==> config.mk <==
export PLATFORM = sky130hd
export DESIGN_NAME = argmax_stream
export DESIGN_NICKNAME = d
export VERILOG_FILES = /design/src/rtl/argmax_stream.sv
export SDC_FILE = /design/constraint.sdc
export NUM_CORES = 1
export LEC_CHECK = 0
export ABC_AREA = 1
export BUFFER_PORTS_ARGS = -buffer_cell sky130_fd_sc_hd__buf_4
export CAP_MARGIN = 20
export CELL_PAD_IN_SITES_DETAIL_PLACEMENT = 0
export CELL_PAD_IN_SITES_GLOBAL_PLACEMENT = 1
export CORE_ASPECT_RATIO = 1.2
export CORE_MARGIN = 5
export CORE_UTILIZATION = 43
export CTS_BUF_LIST = sky130_fd_sc_hd__clkbuf_8
export CTS_CLUSTER_DIAMETER = 60
export DETAILED_ROUTE_END_ITERATION = 10
export PLACE_DENSITY = 0.87
export SETUP_SLACK_MARGIN = 0.2
export SLEW_MARGIN = 20
export SYNTH_ARGS = -nofsm -noshare
export SYNTH_HDL_FRONTEND = slang
export SYNTH_SLANG_ARGS = --single-unit
==> constraint.sdc <==
create_clock -name clk -period 8.53 [get_ports clk]
set_clock_uncertainty 0.2 [all_clocks]
set_input_delay 1.706 -clock clk [delete_from_list [all_inputs] [get_ports clk]]
set_output_delay 1.706 -clock clk [all_outputs]
set_load 0.05 [all_outputs]
==> src/rtl/argmax_stream.sv <==
// Streaming argmax: folds LANES class scores per beat into running best/runner-up
// registers and presents the winner, runner-up and margin once per frame.
`timescale 1ns/1ps
module argmax_stream #(
    parameter int DATA_WIDTH  = 29,
    parameter int NUM_CLASSES = 10,
    parameter int LANES       = 2,
    parameter int SIGNED      = 1
) (
    input  logic                          clk,
    input  logic                          rst,
    input  logic                          clear,
    input  logic                          in_valid,
    output logic                          in_ready,
    input  logic [LANES*DATA_WIDTH-1:0]   in_data,
    output logic                          out_valid,
    input  logic                          out_ready,
    output logic [31:0]                   predict,
    output logic [31:0]                   second,
    output logic [DATA_WIDTH-1:0]         max_val,
    output logic [DATA_WIDTH:0]           margin
);

    localparam int BEATS = (NUM_CLASSES + LANES - 1) / LANES;
    localparam int CNT_W = (BEATS > 1) ? $clog2(BEATS) : 1;
    localparam int IDX_W = $clog2(BEATS * LANES + 1);

    typedef enum logic {ACCUM, HOLD} state_t;

    state_t                 state, state_nxt;
    logic [CNT_W-1:0]       beat_cnt;
    logic                   accept, last_beat, first_beat;

    logic [DATA_WIDTH-1:0]  run_best_val, run_sec_val;
    logic [IDX_W-1:0]       run_best_idx, run_sec_idx;
    logic                   run_sec_vld;

    logic [DATA_WIDTH-1:0]  beat_best_val, beat_sec_val;
    logic [IDX_W-1:0]       beat_best_idx, beat_sec_idx;
    logic                   beat_best_vld, beat_sec_vld;

    logic [DATA_WIDTH-1:0]  new_best_val, new_sec_val;
    logic [IDX_W-1:0]       new_best_idx, new_sec_idx;
    logic                   new_sec_vld;
    logic [DATA_WIDTH:0]    new_margin;

    function automatic logic gt(input logic [DATA_WIDTH-1:0] a, input logic [DATA_WIDTH-1:0] b);
        if (SIGNED != 0) return $signed(a) > $signed(b);
        return a > b;
    endfunction

    function automatic logic [DATA_WIDTH:0] ext(input logic [DATA_WIDTH-1:0] a);
        if (SIGNED != 0) return {a[DATA_WIDTH-1], a};
        return {1'b0, a};
    endfunction

    assign accept     = in_valid && in_ready && !clear;
    assign last_beat  = (beat_cnt == CNT_W'(BEATS - 1));
    assign first_beat = (beat_cnt == '0);

    // Lanes are visited in class order, so only a strictly greater score may
    // displace an earlier one; that is what makes ties favour the lower index.
    always_comb begin
        // NOTE: every combinational output gets a default first so no path can infer a latch.
        beat_best_val = '0;
        beat_best_idx = '0;
        beat_best_vld = 1'b0;
        beat_sec_val  = '0;
        beat_sec_idx  = '0;
        beat_sec_vld  = 1'b0;
        for (int k = 0; k < LANES; k++) begin
            if (int'(beat_cnt) * LANES + k < NUM_CLASSES) begin
                if (!beat_best_vld || gt(in_data[k*DATA_WIDTH +: DATA_WIDTH], beat_best_val)) begin
                    beat_sec_val  = beat_best_val;
                    beat_sec_idx  = beat_best_idx;
                    beat_sec_vld  = beat_best_vld;
                    beat_best_val = in_data[k*DATA_WIDTH +: DATA_WIDTH];
                    beat_best_idx = IDX_W'(int'(beat_cnt) * LANES + k);
                    beat_best_vld = 1'b1;
                end else if (!beat_sec_vld || gt(in_data[k*DATA_WIDTH +: DATA_WIDTH], beat_sec_val)) begin
                    beat_sec_val  = in_data[k*DATA_WIDTH +: DATA_WIDTH];
                    beat_sec_idx  = IDX_W'(int'(beat_cnt) * LANES + k);
                    beat_sec_vld  = 1'b1;
                end
            end
        end
    end

    // Running entries always carry lower class indices than the current beat.
    always_comb begin
        new_best_val = run_best_val;
        new_best_idx = run_best_idx;
        new_sec_val  = run_sec_val;
        new_sec_idx  = run_sec_idx;
        new_sec_vld  = run_sec_vld;
        if (first_beat) begin
            new_best_val = beat_best_val;
            new_best_idx = beat_best_idx;
            new_sec_val  = beat_sec_val;
            new_sec_idx  = beat_sec_idx;
            new_sec_vld  = beat_sec_vld;
        end else if (gt(beat_best_val, run_best_val)) begin
            new_best_val = beat_best_val;
            new_best_idx = beat_best_idx;
            new_sec_vld  = 1'b1;
            if (beat_sec_vld && gt(beat_sec_val, run_best_val)) begin
                new_sec_val = beat_sec_val;
                new_sec_idx = beat_sec_idx;
            end else begin
                new_sec_val = run_best_val;
                new_sec_idx = run_best_idx;
            end
        end else if (!run_sec_vld || gt(beat_best_val, run_sec_val)) begin
            new_sec_val = beat_best_val;
            new_sec_idx = beat_best_idx;
            new_sec_vld = 1'b1;
        end
        new_margin = ext(new_best_val) - ext(new_sec_val);
    end

    always_comb begin
        state_nxt = state;
        in_ready  = (state == ACCUM);
        out_valid = (state == HOLD);
        if (clear) begin
            state_nxt = ACCUM;
        end else begin
            case (state)
                ACCUM:   if (accept && last_beat) state_nxt = HOLD;
                HOLD:    if (out_ready)           state_nxt = ACCUM;
                default: state_nxt = ACCUM;
            endcase
        end
    end

    // NOTE: sequential state uses non-blocking assignments so every register samples pre-edge values.
    always_ff @(posedge clk or negedge rst) begin
        if (!rst) begin
            state        <= ACCUM;
            beat_cnt     <= '0;
            run_best_val <= '0;
            run_best_idx <= '0;
            run_sec_val  <= '0;
            run_sec_idx  <= '0;
            run_sec_vld  <= 1'b0;
            predict      <= '0;
            second       <= '0;
            max_val      <= '0;
            margin       <= '0;
        end else begin
            state <= state_nxt;
            if (clear) begin
                beat_cnt <= '0;
            end else if (accept) begin
                beat_cnt     <= last_beat ? '0 : beat_cnt + 1'b1;
                run_best_val <= new_best_val;
                run_best_idx <= new_best_idx;
                run_sec_val  <= new_sec_val;
                run_sec_idx  <= new_sec_idx;
                run_sec_vld  <= new_sec_vld;
                if (last_beat) begin
                    predict <= 32'(new_best_idx);
                    second  <= 32'(new_sec_idx);
                    max_val <= new_best_val;
                    margin  <= new_margin;
                end
            end
        end
    end

endmodule

==> run_results.csv <==
group,metric,value,unit
outcome,status,"completed",
global_route,antenna_found_initial,0,
pwr,irDropWorstVdd,167.0,uV
timing,setup_tns,0,ps
synth,ys_warn_count,0,
synth,yosysTopAreaCell,"dfrtp_1",
die,initial_core_util,0.4346,
die,row_count,70,
die,core,30480,sq um
global_route,grt_pass1_vias,13030,
routing,wl_per_cell,18.14,microns
synth,synth_top_area_share,0.2607,
global_route,grt_max_degree,86,
synth,ys_top_cells_by_area,"dfrtp_1, nand2_1, ha_1, o21ai_0, inv_1",
cts,cts_made_buffers,17,
place,place_ws,-102.4,ps
cts,clk_pin_slew,80,ps
pwr,powerDensity,350.1,nW/um^2
cells_and_area,drive_gt1_frac,0.1727,
timing,finalSetupViolCount,0,
worst_setup_path,criticalPathCategory,"primary input to flip-flop",
die,dieArea,34430,sq um
synth,yosysMostFrequentCell,"nand2_1",
pwr,leakage,8.360,nW
place,post-dp-hpwl,36340,microns
timing,slew_headroom,0.4527,
cts,cts.path.max_buffers,2,
worst_setup_path,cp_max_fo,26,
synth,async_flop_share,1.000,
synth,ys_top_cells_by_count,"nand2_1, inv_1, o21ai_0, ha_1, nand3_1",
synth,synth_enable_flop_cells,0,
timing,worst_slack,826.1,ps
cts,cts-root-buf,"clkbuf_8",
timing,worstMarginPinSlew,821.0,ps
timing,hold_violations,0,
routing,via_count,13740,
global_route,grt_first_pass_wirelength,71830,microns
routing,routed_wirelength,46140,microns
routing,drc,0,
timing,timing.fmax,129.8,MHz
worst_setup_path,critPathArrivalTime,7870,ps
cts,holdBufCountCts,0,
cts,htree_levels,4,
synth,syn_inst,1980,
worst_setup_path,r2r-start,"beat_cnt[0]",
worst_setup_path,worstSetupEndpointType,"flip-flop",
cells_and_area,insertedDiodeCount,0,
hold_path,hp-class,"flip-flop to flip-flop",
place,place.port_buffers,131,
timing,rsz0062_at_grt,"false",
timing,period_minus_slack,7704,ps
place,place.gp.congestion,0.9552,
synth,syn-cell-area,13250,sq um
routing,drtIter0Drc,1363,
cts,clkSinkCount,138,
routing,via_per_inst,5.399,
worst_setup_path,path_common_cell,"nand2_1",
die,die_h,202.3,microns
cts,tritoncts,"built",
hold_path,hp-start,"margin[14]",
timing,slew_violations,0,
cells_and_area,area_growth,17.47,%
worst_setup_path,slowest_stage,"ha_1",
worst_setup_path,cp_slowest_stage_delay,350,ps
worst_setup_path,crit_path_start,"in_data[28]",
routing,drt-pass1-iter-count,6,
cts,clk_latency,490,ps
synth,ys_types,52,
synth,ys_seq_area_frac,0.2607,
routing,antenna_left,0,
pwr,p_total,5.448,mW
synth,dominantRegCellSynth,"dfrtp_1",
worst_setup_path,start_kind,"primary input",
global_route,track_usage,0.2622,
job,cap_violations,0,
global_route,grt-ovfl-total,0,
synth,ys_ff_latch,138,
cells_and_area,fin_nets,2339,
synth,avgSynthCellArea,6.691,sq um
worst_setup_path,required,8700,ps
die,ioPinCount,188,
timing,period_share,0.9031,
die,die_x,170.2,microns
==> power by group <==
group	total [mW]	internal, mW	switching (mW)
Sequential	0.931	0.831	0.0995
Combinational	3.92	1.30	2.62
Clock	0.599	0.295	0.304
==> metal layers <==
metal  vias to the layer above  share of wire  wire length (microns)  global-route usage
li1                       6738              -                      -                   -
met1                      6369           0.44                  20430              0.3732
met2                       568           0.45                  20900              0.4121
met3                        61          0.078                   3593             0.03873
met4                         0          0.026                   1213             0.07703
met5                         -              0                      0                   0
==> cell type report <==
class                           instances  area (sq um)
Inverter                              245         922.1
Multi-Input combinational cell       1514          8526
Tap cell                              396         495.5
Timing Repair Buffer                  219          1744
Clock inverter                         15         187.7
Fill cell                            3146         14920
Clock buffer                           17         234.0
Sequential cell                       138          3453
==> sequential cells by signal (all words and copies together), names as in the netlist <==
name,cells
run_sec_idx,4
run_best_idx,4
out_valid,1
second,4
run_sec_vld,1
run_best_val,29
predict,4
beat_cnt,3
max_val,29
run_sec_val,29
margin,30
==> logic make-up after synthesis <==
family	share of synthesized area
compound gates	0.1690
other cells	0.0002831
flops	0.2607
xor+xnor	0.005289
buf+inv	0.1292
fa+ha+maj	0.1337
simple gates	0.3018
==> per-stage QoR <==
step / utilization / cell area [sq um] / hold WS (ps) / std cells
global route: 0.5106 / 15560 / 299.9 / 2544
finish: 0.5106 / 15560 / 286.2 / 2544
CTS: 0.4999 / 15240 / 290.9 / 2539
floorplan: - / 13450 / 247.9 / 2035
global placement: 0.4861 / 14820 / 262.6 / 2507
detailed placement: 0.4861 / 14820 / 268.8 / 2507
==> repair_timing <==
action | CTS | global route
endpoints found under the setup margin | 0 | 21
buffers inserted | 0 | 3
resized for setup | 0 | 56
==> placed cells by master, fill, tap and decap left out, types with 4 or more instances in the layout <==
cell type    n
a211oi_1     8
a21oi_1     72
a21oi_2      7
a2bb2oi_1    7
buf_12       4
buf_4      209
buf_6        4
clkbuf_8    17
conb_1      56
dfrtp_1    138
ha_1       137
inv_1      225
inv_2       17
inv_6        5
nand2_1    583
nand2_2     20
nand3_1    139
nand3_2     18
nand3b_1     6
nand4_1     32
nor2_1      78
nor2_2       7
nor2_4       6
nor3_1      14
o211ai_1    28
o21a_1       4
o21ai_0    180
o21ai_1      7
o21ai_2     10
o21bai_1     6
o22ai_1     29
o22ai_2     16
o31ai_1      4
xor2_1       5
==> final timing paths <==
check | cells after the start | to | slack (ps)
setup / recovery | 49 | margin[24] | 830
max in group asynchronous | 2 | predict[1] | 5730
min in group asynchronous | 1 | margin[8] | 1090
hold / removal | 2 | margin[14] | 290
setup reg to reg | 52 | margin[24] | 1020
hold reg to reg | 2 | margin[14] | 290
==> critical path: cells and delay by family <==
| kind | cells | cell delay, ps |
|---|---|---|
| and+or+nand+nor | 27 | 2900 |
| AOI/OAI and AO/OA | 9 | 1120 |
| adders and majority gates | 4 | 1100 |
| buffers and inverters | 9 | 1010 |
Note: power is estimated with default switching activity, not from simulation.
